## src/rtl/cpu_core_params.sv

```systemverilog
// rtl/cpu_core_params.sv - CPU core shared bus types
package cpu_core_params;

  typedef logic [31:0] Address;
  typedef logic [31:0] CpuData;

endpackage

```

## src/rtl/sram_port_arbiter_params.sv

```systemverilog
// rtl/sram_port_arbiter_params.sv - types shared by the SRAM port arbiter
package sram_port_arbiter_params;

  import cpu_core_params::*;

  // Which port owns the response arriving on sram_read_data next cycle.
  typedef enum logic [1:0] {
    OWNER_NONE = 2'd0,
    OWNER_INST = 2'd1,
    OWNER_DATA = 2'd2
  } Owner;

  typedef logic [2:0] StarveCount;

  localparam StarveCount STARVE_MAX = 3'd7;

  typedef struct packed {
    logic       enabled;
    logic [3:0] write_strobe;
    Address     address;
    CpuData     write_data;
  } SramRequest;

endpackage

```

## src/rtl/sram_port_arbiter.sv

```systemverilog
// rtl/sram_port_arbiter.sv - two-port (instruction/data) arbiter onto one SRAM
//
// Purpose: grants one of the instruction or data ports to a single-ported
// SRAM each cycle, data first, with a starvation guard for instruction
// fetches. Read data returns one cycle after the grant to the owning port.
//
// Ports:
//   clock, reset                 clock, synchronous active-high reset
//   inst_* / data_*              request inputs (enabled, write_strobe,
//                                address, write_data), grant output, read
//                                response (read_valid, read_data)
//   sram_*                       unified SRAM request outputs, read data input
module sram_port_arbiter
  import cpu_core_params::*;
  import sram_port_arbiter_params::*;
#(
  parameter int unsigned STARVE_LIMIT = 4
) (
  input  logic       clock,
  input  logic       reset,

  input  logic       inst_enabled,
  input  logic [3:0] inst_write_strobe,
  input  Address     inst_address,
  input  CpuData     inst_write_data,
  output logic       inst_grant,
  output logic       inst_read_valid,
  output CpuData     inst_read_data,

  input  logic       data_enabled,
  input  logic [3:0] data_write_strobe,
  input  Address     data_address,
  input  CpuData     data_write_data,
  output logic       data_grant,
  output logic       data_read_valid,
  output CpuData     data_read_data,

  output logic       sram_enabled,
  output logic [3:0] sram_write_strobe,
  output Address     sram_address,
  output CpuData     sram_write_data,
  input  CpuData     sram_read_data
);

  localparam StarveCount LIMIT = StarveCount'(STARVE_LIMIT);

  Owner       owner_q, owner_d;
  StarveCount starve_q, starve_d;
  CpuData     inst_hold_q, inst_hold_d;
  CpuData     data_hold_q, data_hold_d;

  SramRequest inst_req, data_req, sram_req;
  logic       inst_wins, data_wins, inst_starved;

  always_comb begin
    inst_req = '{enabled: inst_enabled, write_strobe: inst_write_strobe,
                 address: inst_address, write_data: inst_write_data};
    data_req = '{enabled: data_enabled, write_strobe: data_write_strobe,
                 address: data_address, write_data: data_write_data};
  end

  // Data wins by default; a starved instruction request overrides it.
  always_comb begin
    inst_wins    = 1'b0;
    data_wins    = 1'b0;
    inst_starved = (starve_q >= LIMIT);
    if (!reset) begin
      if (data_enabled && !(inst_enabled && inst_starved)) begin
        data_wins = 1'b1;
      end else if (inst_enabled) begin
        inst_wins = 1'b1;
      end
    end
  end

  assign inst_grant = inst_wins;
  assign data_grant = data_wins;

  always_comb begin
    sram_req = '0;
    if (inst_wins) begin
      sram_req = inst_req;
    end else if (data_wins) begin
      sram_req = data_req;
    end
  end

  assign sram_enabled      = sram_req.enabled;
  assign sram_write_strobe = sram_req.write_strobe;
  assign sram_address      = sram_req.address;
  assign sram_write_data   = sram_req.write_data;

  // Only a granted read expects a response next cycle.
  always_comb begin
    owner_d = OWNER_NONE;
    if (inst_wins && (inst_write_strobe == 4'h0)) begin
      owner_d = OWNER_INST;
    end else if (data_wins && (data_write_strobe == 4'h0)) begin
      owner_d = OWNER_DATA;
    end
  end

  always_comb begin
    starve_d = '0;
    if (inst_enabled && !inst_wins) begin
      starve_d = (starve_q == STARVE_MAX) ? starve_q : StarveCount'(starve_q + 3'd1);
    end
  end

  // A response still in flight when reset arrives is discarded.
  assign inst_read_valid = !reset && (owner_q == OWNER_INST);
  assign data_read_valid = !reset && (owner_q == OWNER_DATA);

  always_comb begin
    inst_hold_d = inst_read_valid ? sram_read_data : inst_hold_q;
    data_hold_d = data_read_valid ? sram_read_data : data_hold_q;
  end

  assign inst_read_data = reset ? '0 : inst_hold_d;
  assign data_read_data = reset ? '0 : data_hold_d;

  always_ff @(posedge clock) begin
    if (reset) begin
      owner_q     <= OWNER_NONE;
      starve_q    <= '0;
      inst_hold_q <= '0;
      data_hold_q <= '0;
    end else begin
      owner_q     <= owner_d;
      starve_q    <= starve_d;
      inst_hold_q <= inst_hold_d;
      data_hold_q <= data_hold_d;
    end
  end

endmodule

```

## config.mk

```make
export PLATFORM = sky130hd
export DESIGN_NAME = sram_port_arbiter
export DESIGN_NICKNAME = d
export VERILOG_FILES = /design/src/rtl/cpu_core_params.sv /design/src/rtl/sram_port_arbiter_params.sv /design/src/rtl/sram_port_arbiter.sv
export SDC_FILE = /design/constraint.sdc
export NUM_CORES = 1
export LEC_CHECK = 0
export ABC_AREA = 1
export BUFFER_PORTS_ARGS = -buffer_cell sky130_fd_sc_hd__buf_2
export CORE_AREA = 2 2 118 120
export CTS_CLUSTER_SIZE = 40
export DETAILED_ROUTE_END_ITERATION = 7
export DIE_AREA = 0 0 120 122
export GPL_TIMING_DRIVEN = 0
export PLACE_DENSITY = 0.6
export SYNTH_ARGS = -nofsm -noshare
export SYNTH_HDL_FRONTEND = slang
export SYNTH_SLANG_ARGS = --single-unit
```

## constraint.sdc

```tcl
create_clock -name clock -period 2.99 [get_ports clock]
set_input_delay 0.299 -clock clock [delete_from_list [all_inputs] [get_ports clock]]
set_output_delay 0.299 -clock clock [all_outputs]
set_load 0.02 [all_outputs]
```

==> results.txt <==
Site Rows -> 43
via count -> 5478
Total Power -> 2.62 mW
CTS tree -> yes
starting density of the core -> 30.1%
worst skew pair latency -> 0.33 ns
RSZ-0062 raised after global routing -> false
core area -> 13500 um2
CP required -> 2.69 ns
1st-iter DRT viols -> 279
Max stage delay on crit path -> 0.34 ns
Yosys warning total -> 0
Distinct cells, synth -> 16
Slew headroom -> 66.0%
max-cap violations -> 0
synthesized flop and latch total -> 69
vias in the first global route -> 4813
Pins Over Slew Limit -> 0
global route overflow -> 0
Setup Fix Bufs, Post-CTS -> 0
commonest non-fill, non-tap cell in the layout -> buf_2
Hold WC Path Type -> input port to register
largest net degree at the start of global routing -> 13
hold buffer count at CTS -> 0
total CTS buffers -> 9
CTS max path bufs -> 2
Worst Path Max Fanout -> 10
GRT Total Usage -> 22.6%
first-pass GRT wire length -> 25600 um
port bufs -> 307
Layout Skew -> 0.00499 ns
slowest cell on the critical path -> dfxtp_1
die area -> 14600 um2
# H-tree levels -> 3
Routability Congestion -> 0.913
DRT Wirelength -> 17700 um
Reg clk slew, reported paths -> 0.06 ns
cell area after synthesis -> 4060 um2
post-CTS resize count -> 0
Crit. End Element -> primary output
Max VDD drop -> 0.191 mV
Final Hold Fails -> 0
Sink Count -> 69
Fmax -> 490 MHz
Seq/Total Area, Yosys -> 34.0%
Final Setup Violations -> 0
post-route cell area -> 6170 um2
post-synth top area share -> 34.0%
CTS root buf -> clkbuf_16
# nets final -> 1183
Mapped Cells -> 691
critical-path cell list -> nand2_2 > clkbuf_1 > nand4_1 > nand2_1 > buf_2
data arrival time of the worst path -> 1.74 ns
Area Growth Syn to Fin -> 51.8%
dpl cell area -> 5830 um2
Pwr Density -> 425 nW/um2
routed length per placed instance -> 14.8 um
Pre-Repair DR Iteration Count -> 5
commonest non-fill, non-tap cells in the layout -> buf_2 (340), nand2_1 (209), nor2_1 (139), inv_1 (71), nand3_1 (70)
actual slew at the worst max-slew pin -> 0.510 ns
die span in x -> 120 um
post-synth net total -> 865
# DRC -> 0
hpwl dp -> 14400 um
Setup crit start kind -> register
final worst path period share -> 68.3%
status -> finished clean
syn avg cell area -> 5.88 um2
critical path class -> register to primary output
IO Pins -> 309
share of layout cells above drive strength 1 -> 35.9%
most area-consuming cells after synthesis -> dfxtp_1 (34%), nand2_1 (19%), nor2_1 (13%)
post-route ant nets -> 0
setup_tns -> 0 ns
die height -> 122 um
r2r setup slk -> 1.75 ns
Via density -> 4.58
leakage power -> 3.88 nW
Synth area leader -> dfxtp_1
Final min period -> 2.04 ns
initial antenna violation count -> 0
==> layer usage <==
layer  track usage [%]  vias to the layer above  share of wire (%)
met5                 0                        -                  0
met4              8.24                        0                2.3
met3              6.09                       26                6.6
li1                  -                     2818                  -
met2              41.7                      213                 51
met1              24.9                     2421                 40
==> Yosys cell counts <==
cell type / number
nand2_2: 2
buf_6: 1
buf_2: 33
dfxtp_1: 69
buf_1: 9
inv_2: 1
nor2_2: 1
inv_1: 71
buf_4: 3
ha_1: 2
nand4_1: 68
nor2_1: 139
nand2_1: 209
nand3_1: 70
clkbuf_1: 11
and2_0: 2
==> per-stage QoR <==
stage	util, %	std cells	worst slack [ns]	hold WS, ns
5_1_grt	45.7	1194	0.826	0.244
3_5_place_dp	43.1	1178	1.11	0.495
2_1_floorplan	-	691	1.58	0.442
3_3_place_gp	43.1	1178	1.12	0.491
4_1_cts	45.7	1194	0.937	0.212
6_report	45.7	1195	0.949	0.238
==> final timing paths <==
check,from,endpoint,cells past startpoint
hold reg to reg,inst_hold_q[17],inst_hold_q[17],4
setup reg to reg,owner_q[0],data_hold_q[3],6
hold / removal,data_write_strobe[0],owner_q[1],4
setup / recovery,starve_q[2],sram_write_data[30],5
==> logic make-up after synthesis <==
family / synth area share (%)
buf+inv: 13.4
simple gates: 52.0
flops: 34.0
fa+ha+maj: 0.616
==> power breakdown <==
part           leakage, nW  total, mW  switching [mW]  internal (mW)
clock network        0.169       1.21           0.395          0.811
logic                 3.15      0.481           0.299          0.182
registers            0.557      0.932         0.00243          0.929
total                 3.88       2.62           0.697           1.92
==> layout make-up <==
| cell class | count | area (um2) |
|---|---|---|
| antenna | 1 | 2.50 |
| multi-input combinational | 493 | 2140 |
| tap | 180 | 225 |
| clock buffer | 9 | 225 |
| sequential | 69 | 1380 |
| inverter | 72 | 270 |
| buffer | 57 | 274 |
| fill | 1546 | 7340 |
| clock inverter | 7 | 114 |
| timing repair buffer | 307 | 1540 |
==> critical path: cells and delay by family (launching register included) <==
family / cells / cell delay, ns
buffers and inverters: 2 / 0.49
and+or+nand+nor: 3 / 0.59
DFF: 1 / 0.34
==> registers in the layout, indices dropped and copies added (netlist names) <==
| signal | count |
|---|---|
| data_hold_q | 32 |
| starve_q | 3 |
| owner_q | 2 |
| inst_hold_q | 32 |
Note: power is estimated with default switching activity, not from simulation.
